<file path="config.mk">
export PLATFORM = sky130hd
export DESIGN_NAME = fetch_decode_flat
export DESIGN_NICKNAME = d
export VERILOG_FILES = /design/src/rtl/fetch_decode_if.sv /design/src/rtl/fetch_decode.sv /design/src/flat_wrapper.sv
export SDC_FILE = /design/constraint.sdc
export NUM_CORES = 1
export LEC_CHECK = 0
export ABC_AREA = 1
export CAP_MARGIN = 10
export CORE_ASPECT_RATIO = 1.25
export CORE_MARGIN = 3
export CORE_UTILIZATION = 31
export DETAILED_ROUTE_END_ITERATION = 10
export PLACE_DENSITY = 0.85
export SLEW_MARGIN = 20
export SYNTH_ARGS = -nofsm -noshare
export SYNTH_HDL_FRONTEND = slang
export SYNTH_SLANG_ARGS = --single-unit
</file>
<file path="constraint.sdc">
create_clock -name clock -period 5.57 [get_ports clock]
set_clock_uncertainty 0.2 [all_clocks]
set_input_delay 0.557 -clock clock [delete_from_list [all_inputs] [get_ports clock]]
set_output_delay 0.557 -clock clock [all_outputs]
set_load 0.005 [all_outputs]
</file>
<file path="src/rtl/fetch_decode_if.sv">
// Bus between the fetch/decode stage, the program memory and the PC stage.
// The master side is fetch_decode; the slave side is the PC stage / memory.
interface fetch_decode_if #(
  parameter int INSTR_W = 16,
  parameter int ADDR_W  = 11,
  parameter int OFF_W   = 10
);
  logic [ADDR_W-1:0]  pc;
  logic [ADDR_W-1:0]  imem_addr;
  logic [INSTR_W-1:0] imem_data;
  logic               jsr;
  logic               ret;
  logic               preload;
  logic [ADDR_W-1:0]  preload_addr;
  logic [OFF_W-1:0]   relative_addr;
  logic               op_valid;
  logic [3:0]         op_code;
  logic [11:0]        op_arg;
  logic [2:0]         depth;
  logic               fault;

  modport master (
    input  pc, imem_data,
    output imem_addr, jsr, ret, preload, preload_addr, relative_addr,
           op_valid, op_code, op_arg, depth, fault
  );

  modport slave (
    output pc, imem_data,
    input  imem_addr, jsr, ret, preload, preload_addr, relative_addr,
           op_valid, op_code, op_arg, depth, fault
  );
endinterface

</file>
<file path="src/rtl/fetch_decode.sv">
// Fetch/decode stage: boots the PC, squashes wrong-path words, decodes
// JSR/RET/JMP into PC-stage strobes and tracks the return-stack depth.
module fetch_decode #(
  parameter int              INSTR_W     = 16,
  parameter int              ADDR_W      = 11,
  parameter int              OFF_W       = 10,
  parameter int              STACK_DEPTH = 4,
  parameter logic [ADDR_W-1:0] BOOT_ADDR = '0
) (
  input logic           clock,
  input logic           reset_n,
  fetch_decode_if.master bus
);

  typedef enum logic [1:0] {BOOT, FILL, RUN, HALT} state_t;

  localparam logic [3:0] OP_JSR = 4'hF;
  localparam logic [3:0] OP_RET = 4'hE;
  localparam logic [3:0] OP_JMP = 4'hD;
  localparam logic [2:0] MAX_DEPTH = 3'(STACK_DEPTH);

  state_t      state;
  logic        live;
  logic [2:0]  depth_q;
  logic        fault_q;

  logic [3:0]        opcode;
  logic              jsr_c, ret_c, preload_c, op_valid_c, fault_hit;
  logic [ADDR_W-1:0] preload_addr_c;
  logic [OFF_W-1:0]  relative_addr_c;

  assign opcode = bus.imem_data[INSTR_W-1 -: 4];

  // NOTE: every output of this block gets a default first so no path leaves
  // a signal unassigned, which would otherwise infer a latch.
  always_comb begin
    jsr_c           = 1'b0;
    ret_c           = 1'b0;
    preload_c       = 1'b0;
    op_valid_c      = 1'b0;
    fault_hit       = 1'b0;
    preload_addr_c  = '0;
    relative_addr_c = '0;
    unique case (state)
      // Boot load is masked while reset is held so nothing strobes in reset.
      BOOT: if (reset_n) begin
        preload_c      = 1'b1;
        preload_addr_c = BOOT_ADDR;
      end
      RUN: if (live) begin
        unique case (opcode)
          OP_JSR: if (depth_q < MAX_DEPTH) begin
            jsr_c           = 1'b1;
            relative_addr_c = bus.imem_data[OFF_W-1:0];
          end else begin
            fault_hit = 1'b1;
          end
          OP_RET: if (depth_q != 3'd0) ret_c = 1'b1;
                  else                 fault_hit = 1'b1;
          OP_JMP: begin
            preload_c      = 1'b1;
            preload_addr_c = bus.imem_data[ADDR_W-1:0];
          end
          default: op_valid_c = 1'b1;
        endcase
      end
      default: ;
    endcase
  end

  // NOTE: state registers use non-blocking assignments so every flop samples
  // the pre-edge values of the others, independent of statement order.
  always_ff @(posedge clock or negedge reset_n) begin
    if (!reset_n) begin
      state   <= BOOT;
      live    <= 1'b0;
      depth_q <= 3'd0;
      fault_q <= 1'b0;
    end else begin
      // The word after any PC redirect is on the wrong path.
      live <= !(jsr_c || ret_c || preload_c);
      unique case (state)
        BOOT: state <= FILL;
        FILL: state <= RUN;
        RUN: begin
          if (fault_hit) begin
            state   <= HALT;
            fault_q <= 1'b1;
          end else if (jsr_c) begin
            depth_q <= depth_q + 3'd1;
          end else if (ret_c) begin
            depth_q <= depth_q - 3'd1;
          end
        end
        HALT: state <= HALT;
        default: state <= BOOT;
      endcase
    end
  end

  assign bus.imem_addr     = bus.pc;
  assign bus.jsr           = jsr_c;
  assign bus.ret           = ret_c;
  assign bus.preload       = preload_c;
  assign bus.preload_addr  = preload_addr_c;
  assign bus.relative_addr = relative_addr_c;
  assign bus.op_valid      = op_valid_c;
  assign bus.op_code       = opcode;
  assign bus.op_arg        = bus.imem_data[INSTR_W-5:0];
  assign bus.depth         = depth_q;
  assign bus.fault         = fault_q;

endmodule

</file>
<file path="src/flat_wrapper.sv">
// flat-port wrapper written by rule: the top's interface ports become plain ports
module fetch_decode_flat 
#(
  parameter int              INSTR_W     = 16,
  parameter int              ADDR_W      = 11,
  parameter int              OFF_W       = 10,
  parameter int              STACK_DEPTH = 4,
  parameter logic [ADDR_W-1:0] BOOT_ADDR = '0
)
  (clock, reset_n, bus_pc, bus_imem_data, bus_imem_addr, bus_jsr, bus_ret, bus_preload, bus_preload_addr, bus_relative_addr, bus_op_valid, bus_op_code, bus_op_arg, bus_depth, bus_fault);
  fetch_decode_if #(.INSTR_W(INSTR_W), .ADDR_W(ADDR_W), .OFF_W(OFF_W)) bus_i ();
  input logic clock;
  input logic reset_n;
  input wire logic [$bits(bus_i.pc)-1:0] bus_pc;
  input wire logic [$bits(bus_i.imem_data)-1:0] bus_imem_data;
  output wire logic [$bits(bus_i.imem_addr)-1:0] bus_imem_addr;
  output wire logic [$bits(bus_i.jsr)-1:0] bus_jsr;
  output wire logic [$bits(bus_i.ret)-1:0] bus_ret;
  output wire logic [$bits(bus_i.preload)-1:0] bus_preload;
  output wire logic [$bits(bus_i.preload_addr)-1:0] bus_preload_addr;
  output wire logic [$bits(bus_i.relative_addr)-1:0] bus_relative_addr;
  output wire logic [$bits(bus_i.op_valid)-1:0] bus_op_valid;
  output wire logic [$bits(bus_i.op_code)-1:0] bus_op_code;
  output wire logic [$bits(bus_i.op_arg)-1:0] bus_op_arg;
  output wire logic [$bits(bus_i.depth)-1:0] bus_depth;
  output wire logic [$bits(bus_i.fault)-1:0] bus_fault;
  assign bus_i.pc = bus_pc;
  assign bus_i.imem_data = bus_imem_data;
  assign bus_imem_addr = bus_i.imem_addr;
  assign bus_jsr = bus_i.jsr;
  assign bus_ret = bus_i.ret;
  assign bus_preload = bus_i.preload;
  assign bus_preload_addr = bus_i.preload_addr;
  assign bus_relative_addr = bus_i.relative_addr;
  assign bus_op_valid = bus_i.op_valid;
  assign bus_op_code = bus_i.op_code;
  assign bus_op_arg = bus_i.op_arg;
  assign bus_depth = bus_i.depth;
  assign bus_fault = bus_i.fault;
  fetch_decode #(.INSTR_W(INSTR_W), .ADDR_W(ADDR_W), .OFF_W(OFF_W), .STACK_DEPTH(STACK_DEPTH), .BOOT_ADDR(BOOT_ADDR)) u_core (.clock(clock), .reset_n(reset_n), .bus(bus_i));
endmodule
</file>
# == Word-level counts from Yosys, hierarchy flattened ==
# Cells that the tools add are included.
# word_totals
latchBits,0
in_bits,29
mem_bits_ro,0
ff_bits,7
word_cells,55
ramBits,0
out_inout_bits,56
n_memories,0
# classes
reduce_logical,9
addsub,2
eq_ne,7
order_cmp,1
mux,31
shift,0
div,0
n_mul,0
n_bitwise,1
# op_table
op,count
$mux W10,4
$mux W11,3
$mux W1,18
$eq A4 B4 Y1 const B,3
$pmux W2 S4,1
$mux W3,2
$eq A2 B2 Y1 const B,2
$pmux W1 S2,2
$add A3 B1 Y3 const B,1
$lt A3 B3 Y1 const B,1
$reduce_and A3 Y1,1
$reduce_bool A3 Y1,1
$reduce_or A3 Y1,1
$sub A3 B1 Y3 const B,1
$eq A2 B1 Y1 const B,1
$logic_not A2 Y1,1
$logic_or A1 B1 Y1,2
$mux W2,1
$ne A2 B1 Y1 const B,1
$reduce_and A2 Y1,1
$reduce_bool A2 Y1,1
$logic_not A1 Y1,1
$not A1 Y1,1

# == Longest topological paths before layout ==
# Gate-level depths: netlist of run 1.
# logic_depth
depth_word,8
depth_mapped,10
mapped_depth_nobuf,9

# == Worst setup path after synthesis of run 1 ==
# Ideal clock, no wire load.
# synth_path
path_type,input-to-reg
from,in bus_imem_data[15]
to,"reg u_core.depth_q[1], in the netlist u_core.bus.depth[1]"
path_buffers,1
t_arrival_ns,1.659
stages,7
required_ns,5.244
setup_time_ns,0.126
slack_ns,3.586
cell_sequence,nand2_1 > nor2_2 > nand3_4 > buf_6 > fa_1 > nand2_1 > o21ai_0
# synth_between
elab_chain_len,6
word_cells_on_any_way,15
classes_between,eq/ne: 2; mux: 10; bitwise: 1; reduce/logical: 2
# synth_rtl
element,line,source
"start, declared",flat_wrapper.sv:15,input wire logic [$bits(bus_i.imem_data)-1:0] bus_imem_data;
$eq A4 B4 Y1,fetch_decode.sv:51,unique case (opcode)
$pmux W1 S2 / $mux W1 (equally long branches),fetch_decode.sv:51,
$mux W1,fetch_decode.sv:50,RUN: if (live) begin
$mux W1,fetch_decode.sv:44,unique case (state)
$not A1 Y1 (no line) / $reduce_bool A2 Y1 (equally long branches),--,
$reduce_and A3 Y1 (no line),--,
"end signal, assigned",fetch_decode.sv:90,depth_q <= depth_q + 3'd1;
"end signal, assigned",fetch_decode.sv:92,depth_q <= depth_q - 3'd1;
"end, declared",fetch_decode.sv:24,logic [2:0] depth_q;
# Several ways; a longest one is shown, not always the timed one.
# A chain may end at the register's enable or synchronous reset.

# == Final worst setup path of run 1 ==
# layout_path
from,in bus_imem_data[15]
to,out bus_relative_addr[9]
# layout_between
elab_chain_len,4
# layout_rtl
element,line,source
$eq A4 B4 Y1,fetch_decode.sv:51,
$mux W10,fetch_decode.sv:51,
$mux W10,fetch_decode.sv:50,
$mux W10,fetch_decode.sv:44,
"end, declared",flat_wrapper.sv:21,output wire logic [$bits(bus_i.relative_addr)-1:0] bus_relative_addr;
# Every way passes these cells.

==> metrics.txt, run 1 <==
Max Clk Rate 326 MHz; Cells after Synth between 100 and 150; Worst Setup Start Kind input port; syn nets 148; Port Buffers 60; total gr overflow 0; fin crit period between 3 and 4 ns; Area contributors post-synth buf_4, dfrtp_1, inv_1, nor2_1, nor2_2; syn avg cell area 6.91 sq um; Critical Setup Path Class in -> out; clk slew on worst S/H paths about 0.050 ns; Hold Fails Final Rpt 0; clock buffer depth 2; largest net degree at the start of global routing 15; r2r endpoint u_core.bus.depth[1]$_DFFE_PN0P_; CTS tree built; most used cell, CP clkdlybuf4s50_1; worst hold start u_core.bus.fault$_DFFE_PN0P_; Power Total about 0.00028 W; CTS Sinks 7; Final #Nets around 180; GRT Util Overall 0.138; initial DRC count 8; CTS resizes 0; worst reg-to-reg setup slack 3.65 ns; TritonRoute pass-1 iters 4; Leakage a little under 0.6 nW; CP top delay family buffers and inverters; CP Cell Sequence clkdlybuf4s50_1, nand2_1, nor2_2, nand3_4, nor2_1, clkdlybuf4s50_1; count of final setup violators 0; Worst Path Max Fanout 14; Die Area 3290 sq um; Distinct cells, synth 19; Max stage delay on crit path 0.52 ns; final WL 1.97 mm; Critical Path AT 2.31 ns; fin crit share 0.550; cell area power density 219 nW/um^2; CTS root buf clkbuf_4; Final WS setup 2.51 ns; FF-to-FF path depth 7; Reg area 175 sq um; count of final max-slew check failures 0; hold endpoint u_core.bus.fault$_DFFE_PN0P_; post-synthesis register bit count 7; I/O Pins between 80 and 90; multi-input logic area 322 sq um; synthesized area 816 sq um; sequential cell area fraction in the yosys report 0.215; YS warnings 0; initial antenna violation count 0; Ant. Diodes 0; WP buf/inv 2; Critical Path Sink Type primary output; Least-Margin Pin Slew 0.338 ns; Hold Crit Depth 1; worst slack at placement 2.51 ns; hold crit path type reg -> reg; Post-DP Area 1230 sq um; Starting Density 0.329; Core Box Area 2480 sq um; Synth area leader buf_4; Setup Fix Bufs, Post-CTS 0; routed vias/inst 4.04; setup TNS 0 ns; Die W 51.9 um; total number of vias 751; Max Cap Viol 0; CTS HTree Levels 1; layout cell share with drive strength beyond 1 0.131; post-synth top area share 0.248; Syn-to-layout area delta 54.3%; die height 63.4 um; Max VDD drop 0.000123 V; Crit path required time 4.81 ns; Hold-fix buffers, CTS 0; R2R Path Start u_core.state[0]$_DFFE_PN0P_; Antenna Nets Post-Route 0; outcome complete, no violations; unrepaired setup endpoints after global routing no; slowest CP cell clkdlybuf4s50_1; DP HPWL 1.71 mm; drt wl/cell 10.6 um; vias in the first global route 749; cts bufs inserted 3; first-pass GRT wire length 3.44 mm; Fillers between 200 and 250; num rows 20; Clock Latency Late Sink ~0.25 ns; Slew HR 0.774; post-route cell area 1260 sq um; final RePlAce weighted congestion 0.720; DRC Markers 0
==> cell usage in the layout, fill, tap and decap left out, drive strengths merged <==
cell type      count
nand2             15
clkdlybuf4s50     60
dfrtp              7
or2                1
nand3              6
o21ai              2
inv               25
nor3               1
a21oi              3
nor2              27
fa                 1
o21bai             1
clkbuf             4
==> synthesized netlist by cell type (all sizes together) <==
cell type	n
a21oi	3
buf	29
dfrtp	7
fa	1
inv	25
nand2	15
nand3	6
nor2	27
nor3	1
o21ai	2
o21bai	1
or2	1
==> cell families after synthesis <==
kind of cell	share of synthesized area
AO/OA/AOI/OAI	0.0399
adder cells (fa/ha/maj)	0.0245
buffers and inverters	0.391
AND/OR/NAND/NOR	0.330
flip-flops	0.215
==> power breakdown <==
part           switching (W)  internal [W]  total [W]
Combinational      0.0000678     0.0000771   0.000145
Sequential         0.0000158     0.0000697  0.0000856
Clock              0.0000176     0.0000273  0.0000448
Total               0.000101      0.000174   0.000275
==> worst max-delay path by stage <==
stage	startpoint	endpoint	slack, ns	depth (start not counted)
floorplan	bus_imem_data[15]	u_core.bus.depth[1]$_DFFE_PN0P_	3.59	7
global placement	bus_imem_data[15]	bus_relative_addr[9]	2.55	6
detailed placement	bus_imem_data[14]	bus_preload	2.51	6
CTS	bus_imem_data[15]	bus_relative_addr[9]	2.51	6
global route	bus_imem_data[15]	bus_relative_addr[9]	2.34	6
finish	bus_imem_data[15]	bus_relative_addr[9]	2.51	6
==> final cells by class <==
type                       instances  area share
clock buffer                       4      0.0209
tap                               33      0.0328
sequential                         7       0.139
inverter                          25      0.0746
timing repair buffer              60       0.477
multi-input combinational         57       0.255
==> registers in the layout (all words and copies together), names as in the netlist <==
| name | flops |
|---|---|
| u_core.bus.fault | 1 |
| u_core.state | 2 |
| u_core.bus.depth | 3 |
| u_core.live | 1 |
==> metrics by stage <==
| step | hold WS (ns) | util | std cells |
|---|---|---|---|
| 2_1_floorplan | 0.0614 | - | 118 |
| 3_3_place_gp | 0.260 | 0.497 | 182 |
| 3_5_place_dp | 0.294 | 0.497 | 182 |
| 4_1_cts | 0.305 | 0.508 | 186 |
| 5_1_grt | 0.310 | 0.508 | 186 |
| 6_report | 0.295 | 0.508 | 186 |
==> metal layers <==
metal / wire length [um] / vias to the layer above / track usage / share of wire
met3: 142 / 6 / 0.0355 / 0.072
li1: - / 389 / - / -
met4: 53 / 0 / 0.0918 / 0.027
met1: 680 / 327 / 0.136 / 0.35
met2: 1100 / 29 / 0.242 / 0.56
met5: 0 / - / 0 / 0
Power figures use the tool's default switching activity.
==> run 2, diff against run 1 <==
--- a/config.mk
+++ b/config.mk
@@ -9,9 +9,9 @@
 export CAP_MARGIN = 10
 export CORE_ASPECT_RATIO = 1.25
 export CORE_MARGIN = 3
-export CORE_UTILIZATION = 31
+export CORE_UTILIZATION = 26
 export DETAILED_ROUTE_END_ITERATION = 10
-export PLACE_DENSITY = 0.85
+export PLACE_DENSITY = 0.76
 export SLEW_MARGIN = 20
 export SYNTH_ARGS = -nofsm -noshare
 export SYNTH_HDL_FRONTEND = slang
==> constraint.sdc (replaced) <==
create_clock -name clock -period 2.8 [get_ports clock]
set_clock_uncertainty 0.2 [all_clocks]
set_input_delay 0.28 -clock clock [delete_from_list [all_inputs] [get_ports clock]]
set_output_delay 0.28 -clock clock [all_outputs]
set_load 0.005 [all_outputs]
==> metrics.txt, run 2 (synthesized netlist as in run 1, its figures left out) <==
outcome complete, no violations; Die W between 50 and 60 um; total number of vias 718; CTS Sinks 7; CTS root buf clkbuf_4; num rows 22; fin crit share 0.881; DP HPWL around 1.6 mm; initial antenna violation count 0; die height roughly 69 um; Critical Setup Path Class in -> out; layout cell share with drive strength beyond 1 0.136; clk slew on worst S/H paths approximately 0.050 ns; Port Buffers 60; largest net degree at the start of global routing 15; Slew HR 0.817; drt wl/cell 9.51 um; CTS tree built; Worst Setup Start Kind input port; Starting Density 0.274; end of the critical path bus_relative_addr[3]; Leakage 0.593 nW; Hold Fails Final Rpt 0; FF-to-FF path depth 9; total gr overflow 0; Final #Nets 185; r2r endpoint u_core.bus.depth[2]$_DFFE_PN0P_; DRC Markers 0; Fin Hold WS 0.147 ns; CTS HTree Levels 1; cell area power density 426 nW/um^2; Ant. Diodes 0; GRT Util Overall 0.0896; Clock Latency Late Sink around 0.24 ns; Crit path required time 2.32 ns; most common cell after layout, fill and taps aside clkdlybuf4s50_1; CTS resizes 0; Max Clk Rate between 400 and 500 MHz; Critical Path AT around 2.0 ns; Antenna Nets Post-Route 0; count of final max-slew check failures 0; commonest non-fill, non-tap cells in the layout clkdlybuf4s50_1, inv_1, nor2_1; unrepaired setup endpoints after global routing no; Die Area 3850 sq um; Max VDD drop around 0.00022 V; Max Cap Viol 0; setup TNS 0 ns; final RePlAce weighted congestion 0.748; Setup Fix Bufs, Post-CTS 0; TritonRoute pass-1 iters 2; count of final setup violators 0; vias in the first global route 628; cts bufs inserted 3; I/O Pins 85; clock buffer depth 2; first-pass GRT wire length 2.75 mm; Critical Path Source bus_imem_data[15]; Worst Path Max Fanout 14; final WL 1.81 mm; Critical Path Sink Type primary output; Syn-to-layout area delta 55.7%; Hold-fix buffers, CTS 0; R2R Path Start u_core.state[0]$_DFFE_PN0P_; hold crit path type in -> async; fin crit period about 2.5 ns; Least-Margin Pin Slew between 0.2 and 0.3 ns; number of flip-flops in the largest register 3; routed vias/inst 3.78; Core Box Area 2970 sq um; initial DRC count 19; worst reg-to-reg setup slack 0.90 ns
## run 2: changes by cell type in the layout (fill, tap and decap cells not counted)
cell | before | now
buf_4 | 0 | 1
## run 2: worst min-delay path by stage
stage | start | end
final | reset_n | u_core.bus.depth[2]$_DFFE_PN0P_
after global routing | reset_n | u_core.bus.depth[2]$_DFFE_PN0P_
after CTS | reset_n | u_core.bus.depth[2]$_DFFE_PN0P_
after detailed placement | u_core.state[0]$_DFFE_PN0P_ | u_core.state[1]$_DFFE_PN0P_
after global placement | u_core.state[0]$_DFFE_PN0P_ | u_core.state[1]$_DFFE_PN0P_
after floorplan | reset_n | u_core.bus.depth[0]$_DFFE_PN0P_
## run 2: area by class of cell
| cell class | count | area (sq um) |
|---|---|---|
| multi-input cells | 57 | 322 |
| flip-flops and latches | 7 | 175 |
| well taps | 36 | 45.0 |
| fillers | 315 | 1700 |
| clock buffers | 4 | 26.3 |
| repair buffers | 61 | 608 |
| inverters | 25 | 93.8 |
## run 2: routing by layer
layer | global-route usage | share of wire
met1 | 0.0973 | 0.35
met2 | 0.162 | 0.55
met3 | 0.0205 | 0.095
met4 | 0.0504 | 0.0050
met5 | 0 | 0
## run 2: stage by stage
stage | setup slack, ns | area, sq um | power, W | std cells | util
2_1_floorplan | 1.00 | 816 | 0.000334 | 118 | -
3_3_place_gp | 0.312 | 1240 | 0.000459 | 186 | 0.418
3_5_place_dp | 0.295 | 1240 | 0.000463 | 186 | 0.418
4_1_cts | 0.301 | 1270 | 0.000554 | 190 | 0.427
5_1_grt | 0.199 | 1270 | 0.000598 | 190 | 0.427
6_report | 0.333 | 1270 | 0.000541 | 190 | 0.427
## run 2: worst max-delay path, cell delays in order
cell	delay, ns
clkdlybuf4s50_1	0.47
nand2_1	0.11
nor2_2	0.21
nand3_4	0.25
nor2_2	0.14
clkdlybuf4s50_1	0.52
## run 2: power by group
group / internal (W) / switching, W / total [W]
sequential: 0.000139 / 0.0000305 / 0.000169
clock: 0.0000540 / 0.0000322 / 0.0000863
combinational: 0.000153 / 0.000132 / 0.000285
==> run 3, diff against run 2 <==
--- a/config.mk
+++ b/config.mk
@@ -11,6 +11,7 @@
 export CORE_MARGIN = 3
 export CORE_UTILIZATION = 26
 export DETAILED_ROUTE_END_ITERATION = 10
+export MAX_ROUTING_LAYER = met4
 export PLACE_DENSITY = 0.76
 export SLEW_MARGIN = 20
 export SYNTH_ARGS = -nofsm -noshare
==> results of run 3 <==
The final DEF is identical to that of run 2; final timing and power are the same.
Among the figures that moved: final weighted congestion in routability-driven placement 0.748 -> 0.758; overall routing resource usage 0.0896 -> 0.0922
